==> src/rtl/word_fifo32.sv <==
// Synchronous 32-bit word FIFO behind the byte packer. Read data is registered.
// Occupancy flags are registered from the next count. Overflow and underflow are sticky.
module word_fifo32 #(
    parameter int DEPTH        = 8,
    parameter int ALMOST_FULL  = 6,
    parameter int ALMOST_EMPTY = 2
) (
    input  logic                       clk_f,
    input  logic                       reset,
    input  logic [31:0]                data_in,
    input  logic                       valid_in,
    input  logic                       pop,
    output logic [31:0]                data_out,
    output logic                       valid_out,
    output logic                       full,
    output logic                       empty,
    output logic                       almost_full,
    output logic                       almost_empty,
    output logic [$clog2(DEPTH):0]     count,
    output logic                       overflow,
    output logic                       underflow
);

    localparam int AW = $clog2(DEPTH);
    localparam int CW = AW + 1;
    localparam logic [CW-1:0] DEPTH_C = CW'(DEPTH);
    localparam logic [CW-1:0] AF_C    = CW'(ALMOST_FULL);
    localparam logic [CW-1:0] AE_C    = CW'(ALMOST_EMPTY);

    logic [31:0]   mem [DEPTH];
    logic [AW-1:0] wr_ptr;
    logic [AW-1:0] rd_ptr;
    logic          pop_ok;
    logic          push_ok;
    logic [CW-1:0] count_next;

    // A full FIFO still takes a push when a pop frees a slot on the same edge.
    assign pop_ok  = pop && !empty;
    assign push_ok = valid_in && (!full || pop_ok);

    always_comb begin
        count_next = count;
        if (push_ok && !pop_ok)
            count_next = count + 1'b1;
        else if (!push_ok && pop_ok)
            count_next = count - 1'b1;
    end

    // Storage is not cleared on reset; the pointers alone define valid contents.
    always_ff @(posedge clk_f) begin
        if (push_ok)
            mem[wr_ptr] <= data_in;
    end

    always_ff @(posedge clk_f or posedge reset) begin
        if (reset) begin
            wr_ptr       <= '0;
            rd_ptr       <= '0;
            count        <= '0;
            data_out     <= '0;
            valid_out    <= 1'b0;
            full         <= 1'b0;
            empty        <= 1'b1;
            almost_full  <= 1'b0;
            almost_empty <= 1'b1;
            overflow     <= 1'b0;
            underflow    <= 1'b0;
        end else begin
            if (push_ok)
                wr_ptr <= wr_ptr + 1'b1;
            if (pop_ok) begin
                data_out <= mem[rd_ptr];
                rd_ptr   <= rd_ptr + 1'b1;
            end
            valid_out    <= pop_ok;
            count        <= count_next;
            full         <= (count_next == DEPTH_C);
            empty        <= (count_next == '0);
            almost_full  <= (count_next >= AF_C);
            almost_empty <= (count_next <= AE_C);
            if (valid_in && !push_ok)
                overflow <= 1'b1;
            if (pop && empty)
                underflow <= 1'b1;
        end
    end

endmodule

==> config.mk <==
export PLATFORM = sky130hd
export DESIGN_NAME = word_fifo32
export DESIGN_NICKNAME = d
export VERILOG_FILES = /design/src/rtl/word_fifo32.sv
export SDC_FILE = /design/constraint.sdc
export NUM_CORES = 1
export LEC_CHECK = 0
export CAP_MARGIN = 0
export CORE_MARGIN = 2
export CORE_UTILIZATION = 55
export CTS_BUF_LIST = sky130_fd_sc_hd__clkbuf_4 sky130_fd_sc_hd__clkbuf_8
export DETAILED_ROUTE_END_ITERATION = 6
export HOLD_SLACK_MARGIN = 0.1
export PLACE_DENSITY = 0.75
export SYNTH_ARGS = -nofsm -noshare
export SYNTH_HDL_FRONTEND = slang
export SYNTH_SLANG_ARGS = --single-unit
==> constraint.sdc <==
create_clock -name clk_f -period 11.2 [get_ports clk_f]
set_input_delay 2.24 -clock clk_f [delete_from_list [all_inputs] [get_ports clk_f]]
set_output_delay 2.24 -clock clk_f [all_outputs]
set_load 0.05 [all_outputs]
; Yosys cells after proc, flatten, opt, wreduce, memory -nomap -nowiden
; Memory sizes are Yosys's and may differ from the RTL's. A register that Yosys moved wholly into a read port is not among the register bits.
; Index checks and enable logic that the tools add are counted.
[totals]
elab_cells = 34
output_inout_bits = 43
ram_bits = 256
ff_bits = 17
n_memories = 1
[op_classes]
muxes = 4
eq_ne = 1
n_lt_le_gt_ge = 2
add_sub_neg = 4
n_reduce_logical = 12
[memory_table]
columns = memory, depth, width, read_ports, rd_ports_with_merged_regs, wr, line
row1 = mem, 8, 32, 1, 1, 1, 30  ; logic [31:0] mem [DEPTH];
[ops]
columns = operator, n
row1 = 4-bit 2-to-1 mux, 2
row2 = 3-bit by 1-bit adder with 3-bit output (second input constant), 2
row3 = 1-bit logical AND, 6
row4 = 4-bit by 1-bit adder with 4-bit output (second input constant), 1
row5 = 4-bit equality test (second input constant), 1
row6 = 4-bit by 3-bit greater-or-equal comparator with 1-bit output (second input constant), 1
row7 = 4-bit by 2-bit less-or-equal comparator with 1-bit output (second input constant), 1
row8 = 1-bit zero test, 4
row9 = 4-bit zero test, 1
row10 = 4-bit by 1-bit subtractor with 4-bit output (second input constant), 1
row11 = 1-bit 2-to-1 mux, 2
row12 = 1-bit logical OR, 1

; Longest topological paths before layout
[depth]
ltp_word = 9
depth_mapped = 7

; Worst setup path after synthesis
; OpenSTA, ideal clock, no wires.
[synth_path]
path_kind = input to register
startpoint = input pop
endpoint = memory mem[1][0], enable pin
required_ns = 10.739
cell_stages = 5
path_buffers = 1
arrival_time_ns = 5.116
path_slack_ns = 5.623
cell_sequence = nand2b_1 > buf_2 > a21boi_1 > nand2_1 > nor3_1
[synth_via]
elab_chain_cells = 5
[synth_rtl]
columns = item, line
row1 = from (decl), 12  ; input logic pop,
row2 = 1-bit logical AND, 38  ; assign pop_ok = pop && !empty;
row3 = 1-bit logical OR, 39  ; assign push_ok = valid_in && (!full || pop_ok);
row4 = 1-bit logical AND, 39
row5 = 1-bit 2-to-1 mux, 51  ; if (push_ok)
row6 = 1-bit 2-to-1 mux (not written as such), 52  ; mem[wr_ptr] <= data_in;
row7 = to (decl), 30
; No other way between the ends.

; Worst setup path after layout
[layout_path]
startpoint = input pop
endpoint = memory mem[7][19], enable pin
; The elaborated chain is that of the path after synthesis.

==> results.toml <==
[run_status]
status = "finished, final reports clean"

[synthesis]
syn-instance-count = 556
synth_fp_nets = 596
synth_simple_gate_area_frac = 0.0272
ys_types = 35
fraction_of_synthesized_cell_area_taken_by_the_top_area_cell_type = 0.666
post_synthesis_area_per_instance_um2 = 20.8
async_reset_ff_frac = 0.161
synthXorXnorAreaFrac = 0.00596
synth_compound_gate_area_share = 0.0222
synthMuxAreaShare = 0.154
synth_warnings = 0
syn_area_um2 = 11500
dominant_combinational_cell_family_by_area_after_synthesis = "multiplexers"
part_of_the_yosys_area_used_for_sequential_elements = 0.772
synthDominantAreaCellType = "sky130_fd_sc_hd__edfxtp_1"
dominantRegCellSynth = "sky130_fd_sc_hd__edfxtp_1"
synth_edf_count = 256
synth-adder-area-share = 0.00434
post_synth_main_area_contributors = "sky130_fd_sc_hd__edfxtp_1, sky130_fd_sc_hd__mux4_2, sky130_fd_sc_hd__dfrtp_1, sky130_fd_sc_hd__mux2i_1, sky130_fd_sc_hd__o21ai_0"
synth-seq-cells = 305

[global_routing]
overflow = 0
number_of_global_route_vias_before_repair = 5852
grt_max_degree = 72
number_of_antenna_violations_at_the_first_check_in_global_routing = 0
grtUsageTotal = 0.193
grt_pass1_wl_um = 32100

[sta]
final.setup_skew_ns = 0.0179
fin_crit_ns = 4.83
totalNegativeSetupSlack_ns = 0
layout_worst_path_cycle_share = 0.432
finalMaxSlewViolations = 0
report.final.hold_viol_count = 0
relSlewSlack = 0.126
achievable-frequency_mhz = 207
worst_slack_ns = 6.37
setup_viol = 0
unrepaired_setup_endpoints_after_global_routing = "false"
tightest_slew_ns = 1.31

[floorplan]
design.die.area_um2 = 22200
floorplan.die.height_um = 149
floorplan.initialDensity = 0.554
coreArea_um2 = 20800
die_width_um = 149
floorplan.rows = 53
ioPinCount = 79

[pwr]
internal_power_mw = 2.47
seq_power_share = 0.426
cellLeakagePower_nw = 4.59
power-per-cell-area_nw_per_um2 = 274
clock_power_share = 0.243
sw_frac_of_total = 0.336
combPwrFrac = 0.330
power.net_switching_mw = 1.25
worst_ir_drop_vdd_v = 0.000169

[cts]
cts_setup_buffers = 0
insertion_delay_ns = 0.55
cts.repair.resized = 0
cts_made_buffers = 46
hold_buffers = 0
root_buffer = "sky130_fd_sc_hd__clkbuf_8"
clk_transition_reported_paths_ns = 0.06
ctsHtreeMaxLevel = 2
tritoncts = "built"
clock_tree.buffer_depth = 3
cts.sinks = 305

[layout]
area.growth.synth_to_final_pct = 17.6
design_area_um2 = 13600
finalNetCount = 701
drive_above_1_share = 0.245
number_of_antenna_cells_inserted = 0

[setup_path]
critical_path.startpoint_type = "primary input"
ordered_cell_list_for_the_critical_path = "clkdlybuf4s50_1 > nand2b_2 > buf_4 > a21boi_1 > nand2_1 > nor2_4"
slowest_stage = "sky130_fd_sc_hd__nor2_4"
cp_slowest_stage_delay_ns = 1.07
crit_arrival_ns = 4.98
worstPathRequired_ns = 11.35
timing_worst_setup_path_type = "in2reg"
largest_driver_fanout_on_the_critical_path = 71
critical_path.endpoint_type = "flip-flop"

[routing]
wl_um = 20700
detailedRoute.firstIterationViolations = 404
number_of_nets_still_failing_antenna_checks_after_routing = 0
via_count = 5517
drt_pass1_iterations = 4
drc = 0
wl_per_cell_um = 21.2
vias_cell = 5.66

[worst_hold_path]
hold_class = "reg2reg"

[placed_design]
io_buffer_count = 78
detailedPlacementHpwl_um = 11200
place_area_um2 = 12600
gpl.final_weighted_congestion = 0.763
preCtsSetupSlack_ns = 5.80

[run]
timing.max_cap.violations = 0
-- cell usage after synthesis, types with 3 or more instances --
cell                       count
sky130_fd_sc_hd__nand2_1      45
sky130_fd_sc_hd__clkbuf_1      8
sky130_fd_sc_hd__xnor2_1       5
sky130_fd_sc_hd__edfxtp_1    256
sky130_fd_sc_hd__buf_4         3
sky130_fd_sc_hd__buf_6         3
sky130_fd_sc_hd__nor3_1        4
sky130_fd_sc_hd__buf_2        13
sky130_fd_sc_hd__o21ai_0      34
sky130_fd_sc_hd__inv_1         4
sky130_fd_sc_hd__ha_1          4
sky130_fd_sc_hd__nand2b_1      4
sky130_fd_sc_hd__mux4_2       64
sky130_fd_sc_hd__nor2_1        7
sky130_fd_sc_hd__mux2i_1      32
sky130_fd_sc_hd__dfrtp_1      47
-- worst max-delay path: cells and delay by family --
| kind | cells | cell delay, ns |
|---|---|---|
| AO/OA/AOI/OAI | 1 | 0.44 |
| AND/OR/NAND/NOR | 3 | 1.43 |
| buffers and inverters | 2 | 0.84 |
-- sequential cells by signal (all words and copies together) (netlist names) --
register / count
almost_empty: 1
rd_ptr: 3
full: 1
mem: 256
empty: 1
data_out: 32
overflow: 1
wr_ptr: 3
underflow: 1
almost_full: 1
count: 4
valid_out: 1
-- layout by cell type (no fill, tap or decap), types with 3 or more instances in the layout --
cell type and instances:
sky130_fd_sc_hd__buf_4 6, sky130_fd_sc_hd__clkinv_1 8, sky130_fd_sc_hd__edfxtp_1 256, sky130_fd_sc_hd__nand2_1 45, sky130_fd_sc_hd__o21ai_0 34, sky130_fd_sc_hd__clkinvlp_4 3
sky130_fd_sc_hd__nand2b_1 3, sky130_fd_sc_hd__mux4_2 64, sky130_fd_sc_hd__clkinv_2 12, sky130_fd_sc_hd__clkbuf_4 10, sky130_fd_sc_hd__nor2_4 6, sky130_fd_sc_hd__clkbuf_8 50
sky130_fd_sc_hd__dfrtp_1 44, sky130_fd_sc_hd__clkdlybuf4s50_1 78, sky130_fd_sc_hd__xnor2_1 5, sky130_fd_sc_hd__mux2i_1 32, sky130_fd_sc_hd__ha_1 4, sky130_fd_sc_hd__inv_1 3
-- path summary, 6_finish.rpt --
kind                            slack [ns]  depth (start not counted)  startpoint            to
min in group asynchronous             2.30                          2       reset  data_out[29]
max in group asynchronous             8.12                          2       reset     rd_ptr[0]
worst min register to register        0.47                          1   underflow     underflow
worst max register to register        8.09                          5       empty    mem[7][19]
worst max-delay path                  6.37                          6         pop    mem[7][19]
worst min-delay path                  0.47                          1   underflow     underflow
-- logic make-up (layout without fill, tap and decap cells) --
kind of cell,after synthesis,in the layout
XOR/XNOR,7,7
adder cells (fa/ha/maj),4,4
flip-flops,305,305
buffers and inverters,31,174
multiplexers,97,97
AO/OA/AOI/OAI,45,45
AND/OR/NAND/NOR,67,67
-- power by group through the flow --
stage               combinational, mW  clock, mW  sequential, mW
floorplan                       0.654          0            1.84
global placement                 1.22          0            1.59
detailed placement               1.25          0            1.61
CTS                              1.25      0.922            1.59
global route                     1.31      0.971            1.61
finish                           1.23      0.905            1.59
-- per-layer routing --
| layer | part of all wire | routed length [um] | GRT usage | up-vias |
|---|---|---|---|---|
| li1 | - | - | - | 2450 |
| met1 | 0.41 | 8450 | 0.257 | 2882 |
| met2 | 0.53 | 10900 | 0.332 | 157 |
| met3 | 0.049 | 1010 | 0.0379 | 28 |
| met4 | 0.014 | 297 | 0.0529 | 0 |
| met5 | 0 | 0 | 0 | - |
-- metrics by stage --
stage	util	std cells	power, mW	hold WS [ns]
6_report	0.652	974	3.72	0.469
5_1_grt	0.652	974	3.89	0.502
4_1_cts	0.652	974	3.76	0.473
3_5_place_dp	0.606	888	2.86	0.459
3_3_place_gp	0.606	888	2.82	0.450
2_1_floorplan	-	556	2.49	0.480
-- cell type report --
type                       count  area (um^2)
fill                        1376         7250
sequential                   305         8920
clock inverter                26          181
tap                          275          344
inverter                       4         15.0
clock buffer                  60          763
multi-input combinational    220         2520
timing repair buffer          84          826
(Power assumes the default switching activity.)
